==> src/rtl/data_array_write_sink_pkg.sv <==
// Shared types and widths for the data-array write channel.
package dcache_wr_pkg;
  localparam int WAYS   = 4;
  localparam int ADDR_W = 12;
  localparam int DATA_W = 64;
  localparam int OFF_W  = 3;
  localparam int ROW_W  = ADDR_W - OFF_W;

  typedef struct packed {
    logic [WAYS-1:0]   way_en;
    logic [ADDR_W-1:0] addr;
    logic [DATA_W-1:0] data;
  } wr_req_t;
endpackage

==> src/rtl/data_array_write_sink_fifo.sv <==
// Circular write-request queue; exposes every slot and its valid bit so the
// owner can run an associative hazard search over the buffered writes.
module wr_fifo import dcache_wr_pkg::*; #(
  parameter int DEPTH = 2,
  localparam int PTR_W = $clog2(DEPTH),
  localparam int CNT_W = $clog2(DEPTH + 1)
) (
  input  logic                  clock,
  input  logic                  reset,
  input  logic                  push,
  input  wr_req_t               push_dat,
  input  logic                  pop,
  output wr_req_t [DEPTH-1:0]   ent_dat,
  output logic    [DEPTH-1:0]   ent_vld,
  output logic    [PTR_W-1:0]   rd_ptr,
  output logic                  full,
  output logic                  empty
);
  wr_req_t [DEPTH-1:0] mem_q, mem_d;
  logic    [DEPTH-1:0] vld_q, vld_d;
  logic    [PTR_W-1:0] wr_ptr_q, wr_ptr_d, rd_ptr_q, rd_ptr_d;
  logic    [CNT_W-1:0] count_q, count_d;

  always_comb begin
    mem_d    = mem_q;
    vld_d    = vld_q;
    wr_ptr_d = wr_ptr_q;
    rd_ptr_d = rd_ptr_q;
    count_d  = count_q + CNT_W'(push) - CNT_W'(pop);
    // Pop clears before push sets, so a full-then-refill slot stays valid.
    if (pop) begin
      vld_d[rd_ptr_q] = 1'b0;
      rd_ptr_d        = rd_ptr_q + PTR_W'(1);
    end
    if (push) begin
      mem_d[wr_ptr_q] = push_dat;
      vld_d[wr_ptr_q] = 1'b1;
      wr_ptr_d        = wr_ptr_q + PTR_W'(1);
    end
  end

  always_ff @(posedge clock) begin
    if (reset) begin
      mem_q    <= '0;
      vld_q    <= '0;
      wr_ptr_q <= '0;
      rd_ptr_q <= '0;
      count_q  <= '0;
    end else begin
      mem_q    <= mem_d;
      vld_q    <= vld_d;
      wr_ptr_q <= wr_ptr_d;
      rd_ptr_q <= rd_ptr_d;
      count_q  <= count_d;
    end
  end

  assign ent_dat = mem_q;
  assign ent_vld = vld_q;
  assign rd_ptr  = rd_ptr_q;
  assign full    = (count_q == CNT_W'(DEPTH));
  assign empty   = (count_q == '0);
endmodule

==> src/rtl/data_array_write_sink.sv <==
// Buffers data-array write requests and drains them into the SRAM when reads leave the port idle.
// Define DATA_ARRAY_WRITE_BYPASS_EN to forward way/data of the youngest colliding write.
module data_array_write_sink #(
  parameter int DEPTH  = 2,
  parameter int WAYS   = dcache_wr_pkg::WAYS,
  parameter int ADDR_W = dcache_wr_pkg::ADDR_W,
  parameter int DATA_W = dcache_wr_pkg::DATA_W,
  parameter int OFF_W  = dcache_wr_pkg::OFF_W
) (
  input  logic                    clock,
  input  logic                    reset,
  input  logic                    io_req_valid,
  output logic                    io_req_ready,
  input  logic [WAYS-1:0]         io_req_bits_way_en,
  input  logic [ADDR_W-1:0]       io_req_bits_addr,
  input  logic [DATA_W-1:0]       io_req_bits_data,
  input  logic                    io_rd_valid,
  input  logic [ADDR_W-1:0]       io_rd_addr,
  output logic                    io_sram_wen,
  output logic [WAYS-1:0]         io_sram_wmask,
  output logic [ADDR_W-OFF_W-1:0] io_sram_waddr,
  output logic [DATA_W-1:0]       io_sram_wdata,
  output logic                    io_busy,
  output logic                    io_rd_hit,
  output logic [WAYS-1:0]         io_rd_hit_way,
  output logic [DATA_W-1:0]       io_rd_hit_data
);
  import dcache_wr_pkg::wr_req_t;

  localparam int PTR_W = $clog2(DEPTH);

  wr_req_t [DEPTH-1:0] ent_dat;
  logic    [DEPTH-1:0] ent_vld;
  logic    [PTR_W-1:0] rd_ptr;
  logic                full, empty, push, issue;
  wr_req_t             head, push_dat;

  assign push_dat = '{way_en: io_req_bits_way_en, addr: io_req_bits_addr, data: io_req_bits_data};
  assign push     = io_req_valid && !full;
  assign head     = ent_dat[rd_ptr];
  // Zero-way heads are popped like real writes but never strobe the SRAM.
  assign issue    = ent_vld[rd_ptr] && !io_rd_valid && !reset;

  wr_fifo #(.DEPTH(DEPTH)) u_fifo (
    .clock    (clock),
    .reset    (reset),
    .push     (push),
    .push_dat (push_dat),
    .pop      (issue),
    .ent_dat  (ent_dat),
    .ent_vld  (ent_vld),
    .rd_ptr   (rd_ptr),
    .full     (full),
    .empty    (empty)
  );

  always_comb begin
    io_sram_wen   = issue && (head.way_en != '0);
    io_sram_wmask = '0;
    io_sram_waddr = '0;
    io_sram_wdata = '0;
    if (io_sram_wen) begin
      io_sram_wmask = head.way_en;
      io_sram_waddr = head.addr[ADDR_W-1:OFF_W];
      io_sram_wdata = head.data;
    end
  end

  // Walk oldest to youngest so the last match left standing is the youngest.
  logic [PTR_W-1:0] idx;
  always_comb begin
    io_rd_hit      = 1'b0;
    io_rd_hit_way  = '0;
    io_rd_hit_data = '0;
    idx            = '0;
    for (int i = 0; i < DEPTH; i++) begin
      idx = rd_ptr + PTR_W'(i);
      if (ent_vld[idx] && (ent_dat[idx].way_en != '0) &&
          (ent_dat[idx].addr[ADDR_W-1:OFF_W] == io_rd_addr[ADDR_W-1:OFF_W])) begin
        io_rd_hit = 1'b1;
`ifdef DATA_ARRAY_WRITE_BYPASS_EN
        io_rd_hit_way  = ent_dat[idx].way_en;
        io_rd_hit_data = ent_dat[idx].data;
`endif
      end
    end
  end

  assign io_req_ready = !full;
  assign io_busy      = !empty;
endmodule

==> config.mk <==
export PLATFORM = sky130hd
export DESIGN_NAME = data_array_write_sink
export DESIGN_NICKNAME = d
export VERILOG_FILES = /design/src/rtl/data_array_write_sink_pkg.sv /design/src/rtl/data_array_write_sink_fifo.sv /design/src/rtl/data_array_write_sink.sv
export SDC_FILE = /design/constraint.sdc
export NUM_CORES = 1
export LEC_CHECK = 0
export CORE_ASPECT_RATIO = 1.1
export CORE_MARGIN = 1.5
export CORE_UTILIZATION = 47
export DETAILED_ROUTE_END_ITERATION = 6
export GPL_TIMING_DRIVEN = 0
export PLACE_DENSITY = 0.8
export SYNTH_ARGS = -nofsm -noshare
export SYNTH_HDL_FRONTEND = slang
export SYNTH_HIERARCHICAL = 1
export SYNTH_SLANG_ARGS = --single-unit
==> constraint.sdc <==
create_clock -name clock -period 2.75 [get_ports clock]
set_input_delay 0.6875 -clock clock [delete_from_list [all_inputs] [get_ports clock]]
set_output_delay 0.6875 -clock clock [all_outputs]
set_load 0.01 [all_outputs]
==> metrics.cfg <==
[drt]
drc=0
drt_first_pass_iters=5
viasPerCell=5.04
drtIter0Drc=486
wl_met3_um=1450
wl_met2_um=11900
wl_per_cell_um=15.5
met1_length_um=9260
vias=7519
routed_wirelength_um=23100
postRouteAntennaNets=0
highest_layer=met4

[floorplan]
core_area_mm2=0.0162
ios=245
dieArea_mm2=0.0173
initial_core_util_pct=47.6
num_rows=49
die_h_um=138
die_w_um=125

[timing]
finalCritPeriodShare_pct=115
clock.fmax_ghz=0.317
finalSetupTns_ns=-13.78
finClkSkew_ns=0.00357
setup_viol=77
fin_ws_ns=-0.403
maxSlewHeadroom_pct=59.8
tightest_slew_ns=0.603
slew_violations=0
hold_viol_final=0
whs_ns=0.452
rsz0062_at_grt=true
fin_crit_ns=3.15

[setup_path]
reg2reg_depth=12
worstSetupStartpointType=flop
crit_path_end_kind=output port
timing.rr.start=u_fifo/rd_ptr
timing.rr.end=u_fifo/count_q[1]
cp_max_fo=5
path_class=flop to output port
startpoint=u_fifo/rd_ptr
critPathArrivalTime_ns=2.47
rrSetupSlack_ns=0.56
cp.required_ns=2.06

[finish]
final_common_cell=nand2_1
fill_cells=1284
final_area_mm2=0.0114
final_cell_mix=nand2_1, dfxtp_1, a21oi_1
final_nets=1374
multi_input_area_mm2=0.00418
antenna_cells=0
seq_area_mm2=0.00321
area_growth_pct=47.2
final_layout_size_suffix_gt1_share_pct=24.8

[clock_tree]
hold_buffers=0
clockBufferDepth=2
htreeDepth=4
cts_tree=yes
cts.sinks=160
clkLatencyLatePin_ns=0.42
cts_made_buffers=17
clk_pin_slew_worst_paths_ns=0.06
root_buffer=clkbuf_16

[place]
routabilityCongestion=0.867
dp_hpwl_um=14800
dp_slack_ns=-0.959
portBuffers=170
post_dp_cell_area_mm2=0.00995

[power_and_ir_drop]
p_leak_nw=4.43
power_mw=6.52
p_int_mw=4.68
pwr-share-comb_pct=22.7
swShare_pct=28.2
seqPwrFrac_pct=40.5
clkPwrFrac_pct=36.8
vdd_drop_max_uv=394
powerDensity_mw_per_mm2=572
switchingPower_mw=1.84

[run_status]
status=finished, violations left
violations=setup timing

[yosys]
synth_area_mm2=0.00774
syn_inst=992
yosys_warnings=6
syn_area_per_cell_um2=7.80

[grt]
first_global_vias=6749
grt_use_total_pct=24.9
grt_max_degree=17
overflow=0
antenna_found_initial=0
grt_first_pass_wirelength_um=33800

[min_path]
hold_depth=2
hold_start=u_fifo/ent_dat[32]
hold_class=flop to flop
min_to=u_fifo/ent_dat[32]

[flow_run]
drv_cap=0

## per-stage QoR
| step | util, % | instances |
|---|---|---|
| finish | 70.1 | 1492 |
| global route | 70.1 | 1492 |
| CTS | 65.9 | 1483 |
| detailed placement | 61.2 | 1433 |
| global placement | 61.2 | 1433 |
| floorplan | - | 1059 |
## worst max path at each step
stage	slack [ns]	end
after floorplan	0.25	io_sram_waddr[0]
after global placement	-0.94	io_sram_waddr[2]
after detailed placement	-0.96	io_sram_wdata[37]
after CTS	-0.28	io_rd_hit
after global routing	-0.46	io_rd_hit
final	-0.40	io_rd_hit
## power by group through the flow
stage | Clock [mW] | Combinational [mW] | Sequential [mW]
after floorplan | 0 | 0.876 | 2.65
after global placement | 0 | 1.27 | 2.67
after detailed placement | 0 | 1.28 | 2.68
after CTS | 2.42 | 1.37 | 2.63
after global routing | 2.52 | 1.60 | 2.66
final | 2.40 | 1.48 | 2.64
## per-layer routing
metal	global-route usage, %	vias up
li1	-	3633
met1	29.9	3520
met2	44.6	322
met3	4.93	44
met4	8.90	0
met5	0	-
## timing repair
action | CTS | global route
endpoints found under the setup margin | 79 | 77
cloned | 4 | 3
setup buffers | 19 | 11
gates resized for setup | 376 | 151
pin swaps | 23 | 40
## critical path, stage by stage (launching register included)
cell,delay (ns)
dfxtp_4,0.37
buf_8,0.12
buf_4,0.13
mux2i_2,0.26
xor2_1,0.23
nand4_1,0.13
or4_4,0.50
o41ai_2,0.09
buf_2,0.21
## final cells by class
type,instances,area share [%]
buffer,136,9.29
multi-input combinational,752,36.7
clock inverter,6,0.923
tap,204,2.24
sequential,160,28.2
inverter,7,0.253
timing repair buffer,202,18.2
clock buffer,25,4.26
## state kept, by name, indices dropped and copies added, names as in the netlist
| name | flops |
|---|---|
| u_fifo/ent_dat | 154 |
| u_fifo/count_q | 2 |
| u_fifo/ent_vld | 2 |
| u_fifo/rd_ptr | 1 |
| u_fifo/wr_ptr_q | 1 |
(Power assumes the default switching activity.)
